**src/rtl/hub75_bcm_scanner_if.sv**
```systemverilog
// Framebuffer read port and HUB75 panel pins of the scan driver.
// master = scanner side, slave = framebuffer/panel side.
interface hub75_bcm_scanner_if #(
    parameter int COLS      = 32,
    parameter int ADDR_BITS = 3,
    parameter int BPC       = 4
);
    localparam int AW = ADDR_BITS + $clog2(COLS);

    logic [AW-1:0]        rd_addr;
    logic [6*BPC-1:0]     rd_data;
    logic                 r1;
    logic                 g1;
    logic                 b1;
    logic                 r2;
    logic                 g2;
    logic                 b2;
    logic [ADDR_BITS-1:0] abc;
    logic                 oclk;
    logic                 lat;
    logic                 oe;
    logic                 frame_start;

    modport master (
        output rd_addr,
        input  rd_data,
        output r1, g1, b1, r2, g2, b2,
        output abc, oclk, lat, oe, frame_start
    );

    modport slave (
        input  rd_addr,
        output rd_data,
        input  r1, g1, b1, r2, g2, b2,
        input  abc, oclk, lat, oe, frame_start
    );
endinterface

```
**src/rtl/hub75_bcm_scanner.sv**
```systemverilog
// HUB75 row-pair scan driver with binary-coded modulation over BPC bit-planes.
// Define HUB75_TESTPAT_EN to replace framebuffer colour with a row-index test pattern.
//
// state   | meaning
// --------+----------------------------------------------------------
// S_FETCH | frame_start for row 0 / plane 0; column 0 read in flight
// S_SHIFT | two phases per column: load colour + oclk low, oclk high
// S_BLANK | panel blanked, shift clock parked low
// S_LATCH | latch pulse, row address updated while blanked
// S_SHOW  | display for BASE_ON<<plane cycles, then next plane/row
module hub75_bcm_scanner #(
    parameter int COLS      = 32,
    parameter int ADDR_BITS = 3,
    parameter int BPC       = 4,
    parameter int BASE_ON   = 32
) (
    input logic                 clk,
    input logic                 reset,
    hub75_bcm_scanner_if.master bus
);
    localparam int CW    = $clog2(COLS);
    localparam int PW    = (BPC > 1) ? $clog2(BPC) : 1;
    localparam int MAXON = BASE_ON << (BPC - 1);
    localparam int DW    = $clog2(MAXON + 1);
    localparam int AW    = ADDR_BITS + CW;

    typedef enum logic [2:0] {
        S_FETCH,
        S_SHIFT,
        S_BLANK,
        S_LATCH,
        S_SHOW
    } state_t;

    state_t               state, state_n;
    logic [ADDR_BITS-1:0] row, row_n;
    logic [PW-1:0]        plane, plane_n;
    logic [CW-1:0]        col, col_n;
    logic                 phase, phase_n;
    logic [DW-1:0]        disp, disp_n;

    logic [AW-1:0]        rd_addr_q, rd_addr_n;
    logic [5:0]           rgb_q, rgb_n;
    logic [ADDR_BITS-1:0] abc_q, abc_n;
    logic                 oclk_q, oclk_n;
    logic                 lat_q, lat_n;
    logic                 oe_q, oe_n;
    logic                 fs_q, fs_n;

    // pix = {top_r, top_g, top_b, bot_r, bot_g, bot_b} for the current plane
    logic [5:0]           pix;

`ifdef HUB75_TESTPAT_EN
    logic [2:0] row_pat;
    assign row_pat = 3'(row);
    assign pix     = {row_pat, row_pat};
`else
    always_comb begin
        pix = '0;
        for (int f = 0; f < 6; f++) begin
            pix[f] = bus.rd_data[f*BPC + int'(plane)];
        end
    end
`endif

    always_ff @(posedge clk) begin
        if (reset) begin
            state     <= S_FETCH;
            row       <= '0;
            plane     <= '0;
            col       <= '0;
            phase     <= 1'b0;
            disp      <= '0;
            rd_addr_q <= '0;
            rgb_q     <= '0;
            abc_q     <= '0;
            oclk_q    <= 1'b0;
            lat_q     <= 1'b0;
            oe_q      <= 1'b1;
            fs_q      <= 1'b0;
        end else begin
            state     <= state_n;
            row       <= row_n;
            plane     <= plane_n;
            col       <= col_n;
            phase     <= phase_n;
            disp      <= disp_n;
            rd_addr_q <= rd_addr_n;
            rgb_q     <= rgb_n;
            abc_q     <= abc_n;
            oclk_q    <= oclk_n;
            lat_q     <= lat_n;
            oe_q      <= oe_n;
            fs_q      <= fs_n;
        end
    end

    always_comb begin
        state_n   = state;
        row_n     = row;
        plane_n   = plane;
        col_n     = col;
        phase_n   = phase;
        disp_n    = disp;
        rd_addr_n = rd_addr_q;
        rgb_n     = rgb_q;
        abc_n     = abc_q;
        oclk_n    = oclk_q;
        lat_n     = lat_q;
        oe_n      = oe_q;
        fs_n      = 1'b0;

        case (state)
            S_FETCH: begin
                fs_n    = (row == '0) && (plane == '0);
                oe_n    = 1'b1;
                col_n   = '0;
                phase_n = 1'b0;
                state_n = S_SHIFT;
            end
            S_SHIFT: begin
                if (!phase) begin
                    // data for column col arrives now; the next column's read is issued
                    rgb_n     = pix;
                    oclk_n    = 1'b0;
                    rd_addr_n = {row, col + CW'(1)};
                    phase_n   = 1'b1;
                end else begin
                    oclk_n  = 1'b1;
                    phase_n = 1'b0;
                    col_n   = col + CW'(1);
                    if (col == CW'(COLS - 1)) begin
                        state_n = S_BLANK;
                    end
                end
            end
            S_BLANK: begin
                oe_n    = 1'b1;
                oclk_n  = 1'b0;
                state_n = S_LATCH;
            end
            S_LATCH: begin
                lat_n   = 1'b1;
                abc_n   = row;
                disp_n  = DW'(BASE_ON << plane) - DW'(1);
                state_n = S_SHOW;
            end
            S_SHOW: begin
                oe_n  = 1'b0;
                lat_n = 1'b0;
                if (disp == '0) begin
                    state_n = S_FETCH;
                    if (plane == PW'(BPC - 1)) begin
                        plane_n   = '0;
                        row_n     = row + ADDR_BITS'(1);
                        // column 0 of the next row must be on the bus during FETCH
                        rd_addr_n = {row + ADDR_BITS'(1), CW'(0)};
                    end else begin
                        plane_n = plane + PW'(1);
                    end
                end else begin
                    disp_n = disp - DW'(1);
                end
            end
            default: begin
                state_n = S_FETCH;
            end
        endcase
    end

    assign bus.rd_addr     = rd_addr_q;
    assign bus.r1          = rgb_q[5];
    assign bus.g1          = rgb_q[4];
    assign bus.b1          = rgb_q[3];
    assign bus.r2          = rgb_q[2];
    assign bus.g2          = rgb_q[1];
    assign bus.b2          = rgb_q[0];
    assign bus.abc         = abc_q;
    assign bus.oclk        = oclk_q;
    assign bus.lat         = lat_q;
    assign bus.oe          = oe_q;
    assign bus.frame_start = fs_q;
endmodule
```
**src/flat_wrapper.sv**
```systemverilog
// flat-port wrapper written by rule: the top's interface ports become plain ports
module hub75_bcm_scanner_flat 
#(
    parameter int COLS      = 32,
    parameter int ADDR_BITS = 3,
    parameter int BPC       = 4,
    parameter int BASE_ON   = 32
)
  (clk, reset, bus_rd_addr, bus_rd_data, bus_r1, bus_g1, bus_b1, bus_r2, bus_g2, bus_b2, bus_abc, bus_oclk, bus_lat, bus_oe, bus_frame_start);
  hub75_bcm_scanner_if #(.COLS(COLS), .ADDR_BITS(ADDR_BITS), .BPC(BPC)) bus_i ();
  input logic clk;
  input logic reset;
  output wire logic [$bits(bus_i.rd_addr)-1:0] bus_rd_addr;
  input wire logic [$bits(bus_i.rd_data)-1:0] bus_rd_data;
  output wire logic [$bits(bus_i.r1)-1:0] bus_r1;
  output wire logic [$bits(bus_i.g1)-1:0] bus_g1;
  output wire logic [$bits(bus_i.b1)-1:0] bus_b1;
  output wire logic [$bits(bus_i.r2)-1:0] bus_r2;
  output wire logic [$bits(bus_i.g2)-1:0] bus_g2;
  output wire logic [$bits(bus_i.b2)-1:0] bus_b2;
  output wire logic [$bits(bus_i.abc)-1:0] bus_abc;
  output wire logic [$bits(bus_i.oclk)-1:0] bus_oclk;
  output wire logic [$bits(bus_i.lat)-1:0] bus_lat;
  output wire logic [$bits(bus_i.oe)-1:0] bus_oe;
  output wire logic [$bits(bus_i.frame_start)-1:0] bus_frame_start;
  assign bus_rd_addr = bus_i.rd_addr;
  assign bus_i.rd_data = bus_rd_data;
  assign bus_r1 = bus_i.r1;
  assign bus_g1 = bus_i.g1;
  assign bus_b1 = bus_i.b1;
  assign bus_r2 = bus_i.r2;
  assign bus_g2 = bus_i.g2;
  assign bus_b2 = bus_i.b2;
  assign bus_abc = bus_i.abc;
  assign bus_oclk = bus_i.oclk;
  assign bus_lat = bus_i.lat;
  assign bus_oe = bus_i.oe;
  assign bus_frame_start = bus_i.frame_start;
  hub75_bcm_scanner #(.COLS(COLS), .ADDR_BITS(ADDR_BITS), .BPC(BPC), .BASE_ON(BASE_ON)) u_core (.clk(clk), .reset(reset), .bus(bus_i));
endmodule
```
**config.mk**
```make
export PLATFORM = sky130hd
export DESIGN_NAME = hub75_bcm_scanner_flat
export DESIGN_NICKNAME = d
export VERILOG_FILES = /design/src/rtl/hub75_bcm_scanner_if.sv /design/src/rtl/hub75_bcm_scanner.sv /design/src/flat_wrapper.sv
export SDC_FILE = /design/constraint.sdc
export NUM_CORES = 1
export LEC_CHECK = 0
export CAP_MARGIN = 0
export CORE_ASPECT_RATIO = 0.9
export CORE_MARGIN = 8
export CORE_UTILIZATION = 29
export CTS_BUF_LIST = sky130_fd_sc_hd__clkbuf_4 sky130_fd_sc_hd__clkbuf_8
export CTS_CLUSTER_SIZE = 8
export DETAILED_ROUTE_END_ITERATION = 16
export REMOVE_ABC_BUFFERS = 1
export SYNTH_ARGS = -nofsm -noshare
export SYNTH_HDL_FRONTEND = slang
export SYNTH_SLANG_ARGS = --single-unit
```
**constraint.sdc**
```tcl
create_clock -name clk -period 2.5 [get_ports clk]
set_input_delay 0.5 -clock clk [delete_from_list [all_inputs] [get_ports clk]]
set_output_delay 0.5 -clock clk [all_outputs]
set_load 0.02 [all_outputs]
```
==> summary.txt <==
Job
  • Max Cap Viol: 0

Worst setup path
  • Crit path cell chain: inv_1 -> ha_1 -> or4b_1 -> or4_1 -> o21ai_4 -> a311oi_1
  • Crit path max-delay family: simple AND/OR/NAND/NOR gates
  • Critical path class: register to register
  • Slowest cell on crit path: or4_1
  • Reg2reg start: u_core.disp[0]$_SDFFE_PP0P_
  • Setup crit end kind: register
  • CP arrival: 2440 ps
  • Max Fanout on Critical Path: 10
  • Worst Setup SP: u_core.disp[0]$_SDFFE_PP0P_
  • Crit path largest cell delay: 680 ps
  • Startpoint type of the worst setup path: register
  • Buffers and inverters on the worst path: 1
  • Critical Path RT: 2670 ps

STA
  • Final Hold Vio Count: 0
  • Setup TNS: 0 ps
  • Hold WS: 455 ps
  • Worst Skew: 7.71 ps
  • Post-route setup slack: 231 ps
  • Fin crit period: 2270 ps
  • Worst-Margin Slew: 515 ps
  • Setup-failing EPs final: 0
  • Final Cycle Share: 90.8%
  • RSZ-0062 raised after global routing: false
  • Max Slew Vio Count: 0
  • Slew HR: 65.7%
  • F_max: 441 MHz

Clock network
  • Hold_buf cts: 0
  • Clock tree sinks: 44
  • Clock Latency Late Sink: 300 ps
  • Reg clk slew, reported paths: 90 ps
  • CTS tree: done
  • CTS Buf Count: 5
  • CTS H-tree depth: 2
  • Post-cts resize count: 0
  • Root buffer cell: clkbuf_8
  • Clk buf depth: 2
  • Post-CTS Repair Setup Buffers: 0

Min path
  • Hold Path Origin: u_core.rgb_q[2]$_SDFFE_PP0P_
  • Hold Crit Class: register to register

Synthesis
  • Synth cell count leaders: dfxtp_1, nand2_1, a21oi_1
  • Synth async-reset ratio: 0%
  • Sequential share of the synthesized area: 39.4%
  • Synth top area cells: dfxtp_1, mux4_2, nand2_1
  • Synth Register Bits: 44
  • Distinct cells, synth: 44
  • Yosys warns: 0
  • Cell accounting for the most synthesized area: dfxtp_1
  • Dominant cell by count in the synthesized netlist: dfxtp_1
  • Post-Synthesis Cells: 250
  • Synth Flop Type: dfxtp_1
  • Syn_area_per_cell: 8.94 sq um
  • Share of the synthesized area in the top cell type: 39.4%
  • Post-synthesis instance area: 0.00224 sq mm
  • EDFF count, synth: 0

Place
  • DP Worst Slack: 228 ps
  • Area after DPL: 0.00281 sq mm
  • Detail Placement HPWL: 4.15 mm
  • GPL Wtd Cong: 0.776
  • Port Buffers: 46

Floorplan
  • DIE WIDTH: 109 microns
  • Initial core utilization: 29.8%
  • Core ar.: 0.00751 sq mm
  • Top Ports: 47
  • Die Y: 99.3 microns
  • Site Rows: 30
  • Full die area: 0.0108 sq mm

Final layout
  • Final Instance Area: 0.00292 sq mm
  • Area delta synth->final: 30.6%
  • Layout cells sized above 1: 11.9%
  • Core Util, Final: 38.9%
  • ANT cells: 0
  • Layout Nets: 329
  • Filler Cells Inserted: 767

Global route
  • GR Util All Layers: 10.5%
  • First-pass GRT wire length: 9.23 mm
  • Number of global-route vias before repair: 1,827
  • Gr ovfl total: 0
  • Largest net degree at the start of global routing: 40
  • Antenna violations before repair: 0

Power
  • Leakage: 1.06 nW
  • Pwr dens: 486 mW/mm^2
  • Worst VDD drop: 313 uV

Drt
  • Drc violations: 0
  • Detail Route Antenna Nets: 0
  • Initial DRC Count: 135
  • Drt pass-1 iters: 4
  • DR vias: 1,970
  • Final wirelength: 5.60 mm
  • Vias per std cell: 5.04
  • Routed WL per cell: 14.3 microns

Outcome
  • Status: finished clean
[path summary, 6_finish.rpt]
path | endpoint | slack [ps] | cells after the start
min | u_core.rgb_q[2]$_SDFFE_PP0P_ | 450 | 2
max | u_core.bus.rd_addr[6]$_SDFFE_PP0P_ | 230 | 6
max reg2reg | u_core.bus.rd_addr[6]$_SDFFE_PP0P_ | 230 | 6
min reg2reg | u_core.rgb_q[2]$_SDFFE_PP0P_ | 450 | 2
[logic make-up (layout without fill, tap and decap cells)]
kind of cell               Yosys count  in the layout  share of synthesized area, %
and+or+nand+nor                     88             88                          20.4
DFF                                 44             44                          39.4
adders and majority gates            9              9                          5.04
buffers and inverters               29             74                          5.37
muxes                                8              8                          6.94
AOI/OAI and AO/OA                   67             67                          20.9
xor gates and xnor gates             5              5                          1.96
[power by group]
part,switching (mW),internal [mW]
Clock,0.240,0.308
Combinational,0.0668,0.0804
Sequential,0.00941,0.715
[cell usage in the layout (no fill, tap or decap), types with 3 or more instances in the layout]
cell and n:
clkdlybuf4s50_1 46, dfxtp_1 44, nand2_1 33, a21oi_1 24, nor2_1 12, buf_4 10, inv_1 9, nand3_1 9
nor3_1 9, a211oi_1 9, ha_1 9, o21ai_0 6, mux4_2 6, a311oi_1 6, or3_1 5, o211ai_2 5
a22oi_1 5, clkbuf_8 5, and3_1 3, or4_1 3, nor4_1 3, xnor2_1 3
[layer usage]
| metal | GRT usage [%] | share of wire [%] |
|---|---|---|
| met2 | 16.1 | 46 |
| met3 | 2.52 | 7.1 |
| met4 | 3.79 | 1.3 |
| met5 | 0 | 0 |
| met1 | 13.9 | 46 |
[per-stage QoR]
step                      cells  power, mW
after floorplan             231      0.798
after global placement      383      0.888
after detailed placement    383      0.890
after CTS                   391       1.44
after global routing        391       1.47
final                       391       1.42
[sequential cells by signal (all words and copies together) (netlist names)]
name,count
u_core.bus.lat,1
u_core.plane,2
u_core.row,3
u_core.rgb_q,6
u_core.bus.oclk,1
u_core.state,3
u_core.bus.abc,3
u_core.disp,9
u_core.bus.frame_start,1
u_core.bus.rd_addr,8
u_core.bus.oe,1
u_core.col,5
u_core.phase,1
[worst reg2reg max path, stage by stage (launching register included)]
cell and delay (ps):
dfxtp_1 320, inv_1 90, ha_1 230, or4b_1 470, or4_1 680, o21ai_4 260, a311oi_1 100
[cell type report]
class	count	area, sq um	share of cell area [%]
multi-input cells	177	1230	42.3
repair buffers	56	536	18.3
clock inverters	2	35.0	1.20
well taps	96	120	4.11
inverters	10	37.5	1.29
clock buffers	6	76.3	2.61
flip-flops and latches	44	881	30.2
(Power assumes the default switching activity.)
